**src/rtl/ksa_share_arbiter.sv**
```systemverilog
// ksa_share_arbiter: shares one external combinational W-bit adder between two
// requesters. Round-robin (FAIR=1) or fixed-priority (FAIR=0) arbitration in IDLE,
// operands registered into the adder for one ISSUE cycle, result captured and held
// in RESP until the owning requester takes it.
// Optional feature macro: KSA_ARB_SUB_EN adds reqN_sub inputs; a request with
// sub=1 computes A - B (op_b = ~B, cin forced to 1, cout = no-borrow).
module ksa_share_arbiter #(
  parameter int W    = 64,
  parameter bit FAIR = 1'b1
) (
  input  logic         clk,
  input  logic         rst,
  // requester 0
  input  logic         req0_valid,
  output logic         req0_ready,
  input  logic [W-1:0] req0_a,
  input  logic [W-1:0] req0_b,
  input  logic         req0_cin,
`ifdef KSA_ARB_SUB_EN
  input  logic         req0_sub,
`endif
  output logic         rsp0_valid,
  input  logic         rsp0_ready,
  output logic [W-1:0] rsp0_sum,
  output logic         rsp0_cout,
  // requester 1
  input  logic         req1_valid,
  output logic         req1_ready,
  input  logic [W-1:0] req1_a,
  input  logic [W-1:0] req1_b,
  input  logic         req1_cin,
`ifdef KSA_ARB_SUB_EN
  input  logic         req1_sub,
`endif
  output logic         rsp1_valid,
  input  logic         rsp1_ready,
  output logic [W-1:0] rsp1_sum,
  output logic         rsp1_cout,
  // shared adder
  output logic [W-1:0] add_a,
  output logic [W-1:0] add_b,
  output logic         add_cin,
  input  logic [W-1:0] add_sum,
  input  logic         add_cout
);

  typedef enum logic [1:0] {
    S_IDLE  = 2'd0,
    S_ISSUE = 2'd1,
    S_RESP  = 2'd2
  } state_t;

  state_t         r_state;
  state_t         w_state_next;
  logic           r_last;      // requester granted most recently (resets to 1 so req0 wins first tie)
  logic           r_owner;     // requester that owns the operation in flight
  logic [W-1:0]   r_op_a;
  logic [W-1:0]   r_op_b;
  logic           r_op_cin;
  logic [W-1:0]   r_sum;
  logic           r_cout;

  logic           w_grant0;
  logic           w_grant1;
  logic           w_accept;
  logic           w_rsp_take;
  logic [W-1:0]   w_sel_a;
  logic [W-1:0]   w_sel_b;
  logic           w_sel_cin;
  logic [W-1:0]   w_op_b_next;
  logic           w_op_cin_next;

  // Arbitration and next-state: grants only exist in IDLE, so ready is low while busy
  always_comb begin
    w_state_next = r_state;
    w_grant0     = 1'b0;
    w_grant1     = 1'b0;
    w_rsp_take   = 1'b0;
    case (r_state)
      S_IDLE: begin
        if (req0_valid && req1_valid) begin
          if (FAIR && (r_last == 1'b0)) w_grant1 = 1'b1;
          else                          w_grant0 = 1'b1;
        end else if (req0_valid) begin
          w_grant0 = 1'b1;
        end else if (req1_valid) begin
          w_grant1 = 1'b1;
        end
        if (w_grant0 || w_grant1) w_state_next = S_ISSUE;
      end
      S_ISSUE: begin
        w_state_next = S_RESP;
      end
      S_RESP: begin
        w_rsp_take = (r_owner == 1'b0) ? rsp0_ready : rsp1_ready;
        if (w_rsp_take) w_state_next = S_IDLE;
      end
      default: begin
        w_state_next = S_IDLE;
      end
    endcase
  end

  assign w_accept = w_grant0 | w_grant1;

  // Operand mux from the granted requester, with optional subtract conditioning
  always_comb begin
    w_sel_a       = w_grant1 ? req1_a   : req0_a;
    w_sel_b       = w_grant1 ? req1_b   : req0_b;
    w_sel_cin     = w_grant1 ? req1_cin : req0_cin;
`ifdef KSA_ARB_SUB_EN
    if (w_grant1 ? req1_sub : req0_sub) begin
      w_op_b_next   = ~w_sel_b;
      w_op_cin_next = 1'b1;
    end else begin
      w_op_b_next   = w_sel_b;
      w_op_cin_next = w_sel_cin;
    end
`else
    w_op_b_next   = w_sel_b;
    w_op_cin_next = w_sel_cin;
`endif
  end

  // State, arbitration pointer, operand and result registers
  always_ff @(posedge clk) begin
    if (rst) begin
      r_state  <= S_IDLE;
      r_last   <= 1'b1;
      r_owner  <= 1'b0;
      r_op_a   <= '0;
      r_op_b   <= '0;
      r_op_cin <= 1'b0;
      r_sum    <= '0;
      r_cout   <= 1'b0;
    end else begin
      r_state <= w_state_next;
      if (w_accept) begin
        r_op_a   <= w_sel_a;
        r_op_b   <= w_op_b_next;
        r_op_cin <= w_op_cin_next;
        r_owner  <= w_grant1;
        r_last   <= w_grant1;
      end
      if (r_state == S_ISSUE) begin
        r_sum  <= add_sum;
        r_cout <= add_cout;
      end
    end
  end

  // The adder only ever sees registered operands, so its inputs are glitch-free per cycle
  assign add_a   = r_op_a;
  assign add_b   = r_op_b;
  assign add_cin = r_op_cin;

  assign req0_ready = w_grant0;
  assign req1_ready = w_grant1;

  assign rsp0_valid = (r_state == S_RESP) && (r_owner == 1'b0);
  assign rsp1_valid = (r_state == S_RESP) && (r_owner == 1'b1);

  // One shared result register feeds both response ports
  assign rsp0_sum  = r_sum;
  assign rsp0_cout = r_cout;
  assign rsp1_sum  = r_sum;
  assign rsp1_cout = r_cout;

endmodule

```
**config.mk**
```make
export PLATFORM = sky130hd
export DESIGN_NAME = ksa_share_arbiter
export DESIGN_NICKNAME = d
export VERILOG_FILES = /design/src/rtl/ksa_share_arbiter.sv
export SDC_FILE = /design/constraint.sdc
export NUM_CORES = 1
export LEC_CHECK = 0
export CAP_MARGIN = 20
export CORE_AREA = 2 2 230 232
export CTS_CLUSTER_DIAMETER = 50
export CTS_CLUSTER_SIZE = 16
export DETAILED_ROUTE_END_ITERATION = 12
export DIE_AREA = 0 0 232 234
export PLACE_DENSITY = 0.52
export SLEW_MARGIN = 20
export SYNTH_ARGS = -nofsm -noshare
export SYNTH_HDL_FRONTEND = slang
export SYNTH_SLANG_ARGS = --single-unit
```
**constraint.sdc**
```tcl
create_clock -name clk -period 2.73 [get_ports clk]
set_input_delay 0.273 -clock clk [delete_from_list [all_inputs] [get_ports clk]]
set_output_delay 0.273 -clock clk [all_outputs]
set_load 0.005 [all_outputs]
```
==> impl_metrics.yaml <==
status:
  status: "finished, final reports clean"
worst_setup_path:
  cp_slowest_cell: "clkdlybuf4s50_1"
  crit_path_max_incr_delay_ns: 0.53
  r2r_slack_ns: 0.74
  cp-start-kind: "register"
  startpoint: "r_state[1]"
  cp.required_ns: 2.46
  r2r_start: "r_state[1]"
  critPathKind: "register to output pin"
  critPathCapture: "req0_ready"
  r2r-end: "add_b[59]"
  rr_worst_depth: 4
  worstSetupEndpointType: "output pin"
  critPathArrivalTime_ns: 1.99
  critical_path.max_fanout: 8
  path_cells: "nor2_4 -> nand2_1 -> nor2_1 -> clkdlybuf4s50_1"
synthesis:
  synth_top_cells_by_count: "dfxtp_1 (198), a21oi_1 (196), nand2_1 (132)"
  synth.most_common_cell: "dfxtp_1"
  syn_avg_cell_area_um2: 8.749
  netlist_area_um2: 9537
  synth-seq-area-share: 0.4156
  synthFlopType: "dfxtp_1"
  synthCells: 1090
  synth_cell_type_count: 27
  yosys_warnings: 0
  yosys-top-cells-area: "dfxtp_1 (42%), o32ai_2 (20%), a21oi_1 (10%)"
  ys_ff_latch: 198
  syn_nets: 1419
  synth_top_area_frac: 0.4156
  yosys.area.top_type: "dfxtp_1"
  synth_enable_flop_cells: 0
  async_flop_share: 0
clocking:
  cts_root_buf: "clkbuf_16"
  cts-resized-gates: 0
  clockBufferDepth: 2
  cts_tree: "yes"
  cts_setup_buffers: 0
  hold_buffers: 0
  ctsHtreeMaxLevel: 4
  clk_latency_ns: 0.49
  cts_inserted_buffers: 17
  clock_sinks: 198
  clk_pin_slew_ns: 0.08
timing:
  slew-limit-headroom: 0.4331
  whs_ns: 0.1601
  setup_viol: 0
  tightest_slew_ns: 0.8504
  fin_crit_sh: 0.8282
  tns_ns: 0
  hold_viol_final: 0
  drv_slew: 0
  max_freq_mhz: 442.3
  layout_min_cycle_time_ns: 2.261
  finClkSkew_ns: 0.009924
  rsz0062_at_grt: "false"
floorplanning:
  fp.dieW_um: 232
  num_rows: 84
  fp.dieArea_um2: 54290
  start_util: 0.1833
  ios: 592
  die_y_um: 234
  coreArea_um2: 52020
run:
  cap_violations: 0
grt:
  grt_usage: 0.1440
  grt_antenna_before_repair: 1
  use_met3: 0.05314
  grt_max_degree: 84
  grt_pass1_wl_um: 58510
  grt_pass1_vias: 9640
  use_met2: 0.2491
  met1_usage: 0.1590
  grt_busiest_layer: "met2"
  overflow: 0
power_and_ir_drop:
  p_per_area_nw_per_um2: 517.7
  irDropWorstVdd_uv: 399.4
  p_leak_nw: 5.678
place:
  gp_congestion: 0.8082
  detailed_place_hpwl_um: 30130
  io_buffers: 591
drt:
  remaining_drc_errors: 0
  vias_per_cell: 4.202
  vias: 9501
  drt_pass1_iterations: 4
  finalWirelength_um: 40590
  wl_per_cell_um: 17.95
  drtIter0Drc: 397
  postRouteAntennaNets: 0
layout:
  drive_above_1_share: 0.1126
  nFillCells: 5456
  layout.nets: 1889
  area.growth.synth_to_final_pct: 69.61
worst_hold_path:
  holdCritPathClass: "input pin to register"
-- registers in the layout, summed over array words and instances (netlist names) --
name / flops
add_a: 64
add_b: 64
add_cin: 1
r_last: 1
r_owner: 1
r_state: 2
rsp0_cout: 1
rsp0_sum: 64
-- logic make-up (layout without fill, tap and decap cells) --
| family | after synthesis | count (layout) | share of synthesized area |
|---|---|---|---|
| DFF | 198 | 198 | 0.4156 |
| other | 0 | 1 | 0 |
| AOI/OAI and AO/OA | 334 | 334 | 0.3216 |
| buffers and inverters | 286 | 768 | 0.1514 |
| and+or+nand+nor | 271 | 271 | 0.1103 |
| muxes | 1 | 1 | 0.001050 |
-- through the flow --
stage,instances,cell area [µm²],total power (W),setup slack (ns),utilization
floorplan,1090,9537,0.004553,1.142,-
global placement,2229,15630,0.005952,0.3816,0.3005
detailed placement,2229,15630,0.005971,0.3631,0.3005
CTS,2260,16170,0.008568,0.3794,0.3109
global route,2261,16180,0.008811,0.3576,0.3109
finish,2261,16180,0.008373,0.4690,0.3109
-- layout make-up --
class	count	area, µm²	area share
Timing Repair Buffer	608	6151	0.3803
Multi-Input combinational cell	606	4172	0.2579
Sequential cell	198	3964	0.2450
Tap cell	688	860.8	0.05322
Inverter	129	484.2	0.02994
Clock buffer	20	466.7	0.02885
Clock inverter	11	75.07	0.004641
Antenna cell	1	2.502	0.0001547
-- worst min path at each step --
| stage | from | endpoint | cells past startpoint |
|---|---|---|---|
| 6_report | rst | r_owner | 2 |
| 5_1_grt | rst | r_owner | 2 |
| 4_1_cts | rst | r_owner | 2 |
| 3_5_place_dp | add_a[45] | add_a[45] | 2 |
| 3_3_place_gp | add_a[45] | add_a[45] | 2 |
| 2_1_floorplan | add_cout | rsp0_cout | 2 |
-- cell usage in the layout (no fill, tap or decap), drive strengths merged, types with 2 or more instances in the layout --
cell	instances
clkbuf	20
a211oi	4
nor2b	2
inv	131
clkdlybuf4s50	590
buf	18
nor2	130
a21oi	196
clkinvlp	2
o32ai	127
dfxtp	198
or2	2
o21ai	3
clkinv	7
nand2	132
-- per-layer routing --
metal  part of all wire  wire length (µm)
met5                  0                 0
met4              0.026              1065
met3              0.081              3288
met2               0.49             19970
met1               0.40             16270
-- worst max-delay path: cells and delay by family (launching register included) --
kind | cells | cell delay [ns]
DFF | 1 | 0.40
buffers and inverters | 1 | 0.53
and+or+nand+nor | 3 | 0.57
-- power by group --
part	leakage (nW)	switching, W	internal [W]
Sequential	1.63	0.000193	0.00317
Clock	0.268	0.00126	0.00123
Combinational	3.78	0.00107	0.00144
Total	5.68	0.00253	0.00585
(Power assumes the default switching activity.)
==> patch 1: new RTL, same flow settings <==
The option `KSA_ARB_SUB_EN` is turned on by a define.
--- a/src/rtl/ksa_share_arbiter.sv
+++ b/src/rtl/ksa_share_arbiter.sv
@@ -4,6 +4,8 @@
 // in RESP until the owning requester takes it.
 // Optional feature macro: KSA_ARB_SUB_EN adds reqN_sub inputs; a request with
 // sub=1 computes A - B (op_b = ~B, cin forced to 1, cout = no-borrow).
+`define KSA_ARB_SUB_EN
+
 module ksa_share_arbiter #(
   parameter int W    = 64,
   parameter bit FAIR = 1'b1
Interface: changed (added req0_sub and req1_sub); port bits go from 592 to 594. No check against the original RTL was run, so the function may have changed too.
==> patch 1 against the original RTL <==
Maximum frequency is 11% lower; setup slack worse by 0.28 ns; design area is 4.7% higher; clock power is 2% higher; largest power group unchanged; via count is 5.0% higher; register-to-register slack worse by 0.29 ns; sequential share of layout area is 1.1 points lower; hold slack better by 0.15 ns; sequential cell count stayed put; area after synthesis is 7.9% higher; highest routed layer is now met5; power is 4.4% higher; routed wire length is 4.1% higher.
==> patch 1: results (changes against the original RTL) <==
stage	metric	value	unit	change
status	status	finished, final reports clean		
finish	num-fill-cells	5416		-0.73%
finish	layout-drive-gt1-share	9.91	%	-1.3 points
routing	vias	9978		+5.0%
global_routing	first_global_vias	9800		+1.7%
power_and_ir_drop	cellLeakagePower	5.81	nW	+2.4%
clock_tree	cts_root_buffer	sky130_fd_sc_hd__clkbuf_16		
worst_hold_path	worst_hold_path.num_cells	3		+1
clock_tree	post_cts_resized	0		unchanged
global_routing	globalRouteTotalUtil	14.9	%	+0.53 points
clock_tree	clock_path_buffers	2		unchanged
global_routing	grt_pass1_wl	60600	um	+3.6%
timing	clock_skew	0.0101	ns	+0.000221 ns
clock_tree	clkTransAtPathRegs	0.08	ns	about the same
global_routing	number_of_antenna_violations_at_the_first_check_in_global_routing	5		+4
synth	netlist_top_cells_area	sky130_fd_sc_hd__dfxtp_1 (39%), sky130_fd_sc_hd__a21oi_1 (9.5%), sky130_fd_sc_hd__a2111oi_2 (7.1%), sky130_fd_sc_hd__mux2i_1 (6.3%), sky130_fd_sc_hd__buf_4 (5.5%)		
routing	detail_route.first_pass.iterations	4		unchanged
place	placed_cells_incl_taps	2250		+0.94%
routing	drt_first_iter_violations	391		-1.5%
place	routabilityCongestion	0.779		-3.6%
clock_tree	clock_insertion_delay_worst_skew	0.50	ns	
synth	synth_area_per_cell	9.26	sq um	+5.8%
routing	wirelength	42200	um	+4.1%
clock_tree	postCtsSetupRepairBufs	0		unchanged
worst_hold_path	hold-path-endpoint	add_b[1]		
synth	synth_cell_type_count	33		+22%
global_routing	grt_start_max_net_pins	115		+37%
setup_path	timing.critical_path.fanout_max	6		-2
synth	sequential_area_share_after_synthesis	38.5	%	-3.1 points
synth	synth_commonest_cells	sky130_fd_sc_hd__dfxtp_1 (198), sky130_fd_sc_hd__a21oi_1 (195), sky130_fd_sc_hd__nand2_1 (131), sky130_fd_sc_hd__buf_4 (76), sky130_fd_sc_hd__mux2i_1 (65)		
synth	share_of_flip_flops_with_an_asynchronous_set_or_reset	0	%	unchanged
synth	synth-warning-count	0		unchanged
setup_path	timing.rr.end	add_b[2]		
finish	nets	1912		+1.2%
worst_hold_path	worst_hold_startpoint	req1_sub		
routing	detail_route.vias_per_cell	4.37		+3.9%
setup_path	reg2reg_depth	5		+1
timing	max-slew-margin-rel	34.0	%	-9.3 points
clock_tree	tritoncts.num_buffers	17		unchanged
setup_path	critical-path-slowest-cell	sky130_fd_sc_hd__clkdlybuf4s50_1		
setup_path	worstPathArrival	2.27	ns	+0.28 ns
power_and_ir_drop	worst_vdd_drop	0.000439	V	+9.9%
setup_path	cpPeakStageDelay	0.51	ns	-0.02 ns
setup_path	reg2reg_from	r_state[1]		
place	dp_hpwl	30900	um	+2.5%
worst_hold_path	hp-class	input port to register		
clock_tree	maximum_level_of_the_cts_h_tree	4		unchanged
setup_path	critPathTopFamily	buffers and inverters		
synth	synth.net_count	1443		+1.7%
setup_path	rrSetupSlack	0.45	ns	-0.29 ns
synth	ys.flop_type	sky130_fd_sc_hd__dfxtp_1		
routing	drtAntennaViolNets	0		unchanged
place	portBuffers	593		+0.34%
==> patch 1: power by group <==
part           switching [mW]  internal [mW]  leakage (nW)  total (mW)
clock                    1.35           1.20         0.278        2.55
combinational            1.20           1.57          3.90        2.77
sequential              0.209           3.21          1.64        3.42
==> patch 1: worst register-to-register path, stage by stage (launching register included) <==
cell,delay (ns)
sky130_fd_sc_hd__dfxtp_1,0.47
sky130_fd_sc_hd__buf_4,0.19
sky130_fd_sc_hd__or3b_4,0.13
sky130_fd_sc_hd__buf_4,0.72
sky130_fd_sc_hd__nor3_1,0.22
sky130_fd_sc_hd__a2111oi_0,0.43
==> patch 1: metrics by stage <==
stage          setup slack [ns]  cell area [sq um]  util [%]  hold slack [ns]  power, mW
2_1_floorplan              1.23              10300         -            0.409       4.74
3_3_place_gp              0.174              16400      31.5            0.456       6.28
3_5_place_dp             0.0974              16400      31.5            0.460       6.30
4_1_cts                   0.108              16900      32.5            0.264       8.93
5_1_grt                  0.0499              16900      32.6            0.297       9.23
6_report                  0.186              16900      32.6            0.307       8.74
==> patch 1: logic make-up after synthesis <==
family	Yosys count	share of synthesized area [%]
compound gates	329	23.0
xor+xnor	128	10.9
buf+inv	178	10.8
flops	198	38.5
mux	65	6.32
simple gates	214	10.5
==> patch 1: worst max-delay path by stage <==
stage	startpoint	end	slack (ns)	depth (start not counted)
floorplan	r_state[1]	req1_ready	1.23	5
global placement	req0_valid	add_b[9]	0.17	5
detailed placement	req0_valid	add_b[2]	0.1	5
CTS	r_state[1]	req1_ready	0.11	5
global route	r_state[1]	req1_ready	0.05	5
finish	r_state[1]	req1_ready	0.19	5
==> patch 1: routing by layer <==
layer / vias to the layer above / GRT usage [%] / wire length (um)
met5: - / 0 / 26
met4: 4 / 6.07 / 1030
met3: 53 / 5.01 / 3400
met2: 389 / 25.6 / 21200
met1: 4713 / 17.0 / 16600
li1: 4819 / - / -
==> patch 1: layout make-up <==
cell class	instances	share of cell area, %
Clock inverter	15	0.812
Sequential cell	198	23.4
Timing Repair Buffer	627	37.1
Antenna cell	3	0.0443
Clock buffer	17	2.51
Tap cell	688	5.08
Multi-Input combinational cell	736	31.1
Inverter	1	0.0295
==> patch 2: new RTL, same flow settings <==
Made on the original files. Make the reset (`rst`) asynchronous in one clocked block.
--- a/src/rtl/ksa_share_arbiter.sv
+++ b/src/rtl/ksa_share_arbiter.sv
@@ -123,7 +123,7 @@
   end
 
   // State, arbitration pointer, operand and result registers
-  always_ff @(posedge clk) begin
+  always_ff @(posedge clk or posedge rst) begin
     if (rst) begin
       r_state  <= S_IDLE;
       r_last   <= 1'b1;
Function: differs if rst is asserted again (counterexample within 4 cycles, from zero or initial values and one cycle with rst high); with rst held inactive, the same outputs for 4 cycles.
==> patch 2 against the original RTL <==
Routed wire length grew 10%; area after synthesis up 4.9%; utilization grew 1.4 points; design area up 4.5%; synthesized cell count decreased by 11%; critical endpoint unchanged; non-clock buffer count rose by 11; via count rose by 3.1%; sequential cell count stayed put; setup slack worse by 0.079 ns.
Power is not compared: it rests on default switching activity, and its combinational part moved more than twofold at a synthesized area within 25%.
==> patch 2: results (changes against the original RTL) <==
stage	metric	value	unit	change
routing	detail_route.wirelength.met1	18100	um	+11%
routing	met2RoutedLength	22500	um	+12%
power_and_ir_drop	worst_vdd_drop	0.000444	V	
routing	vias	9800		+3.1%
global_routing	globalRouteTotalUtil	16.0	%	+1.6 points
routing	detail_route.first_pass.iterations	4		unchanged
setup_path	worstPathArrival	2.07	ns	+0.08 ns
finish	layout-drive-gt1-share	6.62	%	-4.6 points
clock_tree	clock_insertion_delay_worst_skew	0.51	ns	+0.02 ns
finish	nets	1767		-6.5%
synth	share_of_flip_flops_with_an_asynchronous_set_or_reset	100	%	+100 points
global_routing	first_global_vias	9918		+2.9%
place	dp_hpwl	31800	um	+5.4%
global_routing	number_of_antenna_violations_at_the_first_check_in_global_routing	7		+6
finish	finalNonFillerCells	2142		-5.3%
power_and_ir_drop	design_power_total	17.2	mW	
synth	netlist_top_cells_area	sky130_fd_sc_hd__dfrtp_1 (49%), sky130_fd_sc_hd__o2111ai_1 (11%), sky130_fd_sc_hd__o211ai_1 (9.7%), sky130_fd_sc_hd__o21ai_0 (5.9%), sky130_fd_sc_hd__buf_4 (5.2%)		
place	dpl_worst_slack	0.547	ns	+0.184 ns
synth	synth_area_per_cell	10.3	sq um	+18%
synth	synth_commonest_cells	sky130_fd_sc_hd__dfrtp_1 (197), sky130_fd_sc_hd__inv_1 (133), sky130_fd_sc_hd__o2111ai_1 (129), sky130_fd_sc_hd__o211ai_1 (129), sky130_fd_sc_hd__o21ai_0 (117)		
synth	synth.area.mux_share	7.43	%	+7.3 points
synth	synth-warning-count	0		unchanged
routing	dr_wl_met3	3040	um	-7.6%
timing	max-slew-margin-rel	43.7	%	+0.43 points
setup_path	cpPeakStageDelay	0.55	ns	+0.02 ns
clock_tree	clock_path_buffers	2		unchanged
clock_tree	maximum_level_of_the_cts_h_tree	4		unchanged
global_routing	gr-usage-met1	19.3	%	+3.4 points
routing	wirelength	44800	um	+10%
synth	synth_compound_gate_area_share	27.7	%	-4.5 points
place	dpl_cell_area	0.0162	sq mm	+3.9%
routing	drt_first_iter_violations	485		+22%
synth	sequential_area_share_after_synthesis	49.5	%	+8.0 points
timing	clock_skew	0.0182	ns	+0.00830 ns
place	routabilityCongestion	0.795		-1.6%
global_routing	grt.met2_usage	27.0	%	+2.1 points
clock_tree	holdBufCountCts	0		unchanged
global_routing	grt_start_max_net_pins	131		+56%
status	status	finished, final reports clean		
setup_path	critPathTopFamily	simple AND/OR/NAND/NOR gates		
synth	synth_cell_type_count	23		-15%
power_and_ir_drop	internal-power	10.8	mW	
synth	synth.net_count	1301		-8.3%
routing	highest_metal_layer_with_signal_wires	met5		
setup_path	timing.critical_path.fanout_max	10		+2
global_routing	grt_pass1_wl	64900	um	+11%
global_routing	global_route.usage.met3	4.62	%	-0.69 points
==> patch 2: cell count changes after synthesis, moves of 129 or more <==
cell and change:
sky130_fd_sc_hd__a21oi_1 -196, sky130_fd_sc_hd__dfrtp_1 +197, sky130_fd_sc_hd__o211ai_1 +129, sky130_fd_sc_hd__nand2_1 -131, sky130_fd_sc_hd__o2111ai_1 +129, sky130_fd_sc_hd__dfxtp_1 -198
==> patch 2: final cells by class <==
class	count	area [sq um]
flip-flops and latches	198	4960
inverters	134	509
well taps	688	861
multi-input cells	468	3590
repair buffers	619	6320
fillers	5342	35100
clock inverters	15	226
clock buffers	17	425
diodes	3	7.51
==> patch 2: final timing paths <==
kind,from,end,slack [ns],cells after the start
setup reg to reg,r_last,add_b[31],0.88,4
hold reg to reg,add_b[6],add_b[6],0.53,2
max in group asynchronous,rst,r_last,1.75,3
setup / recovery,r_state[1],req0_ready,0.39,3
min in group asynchronous,rst,add_a[24],0.29,2
hold / removal,req0_valid,add_a[50],0.18,3
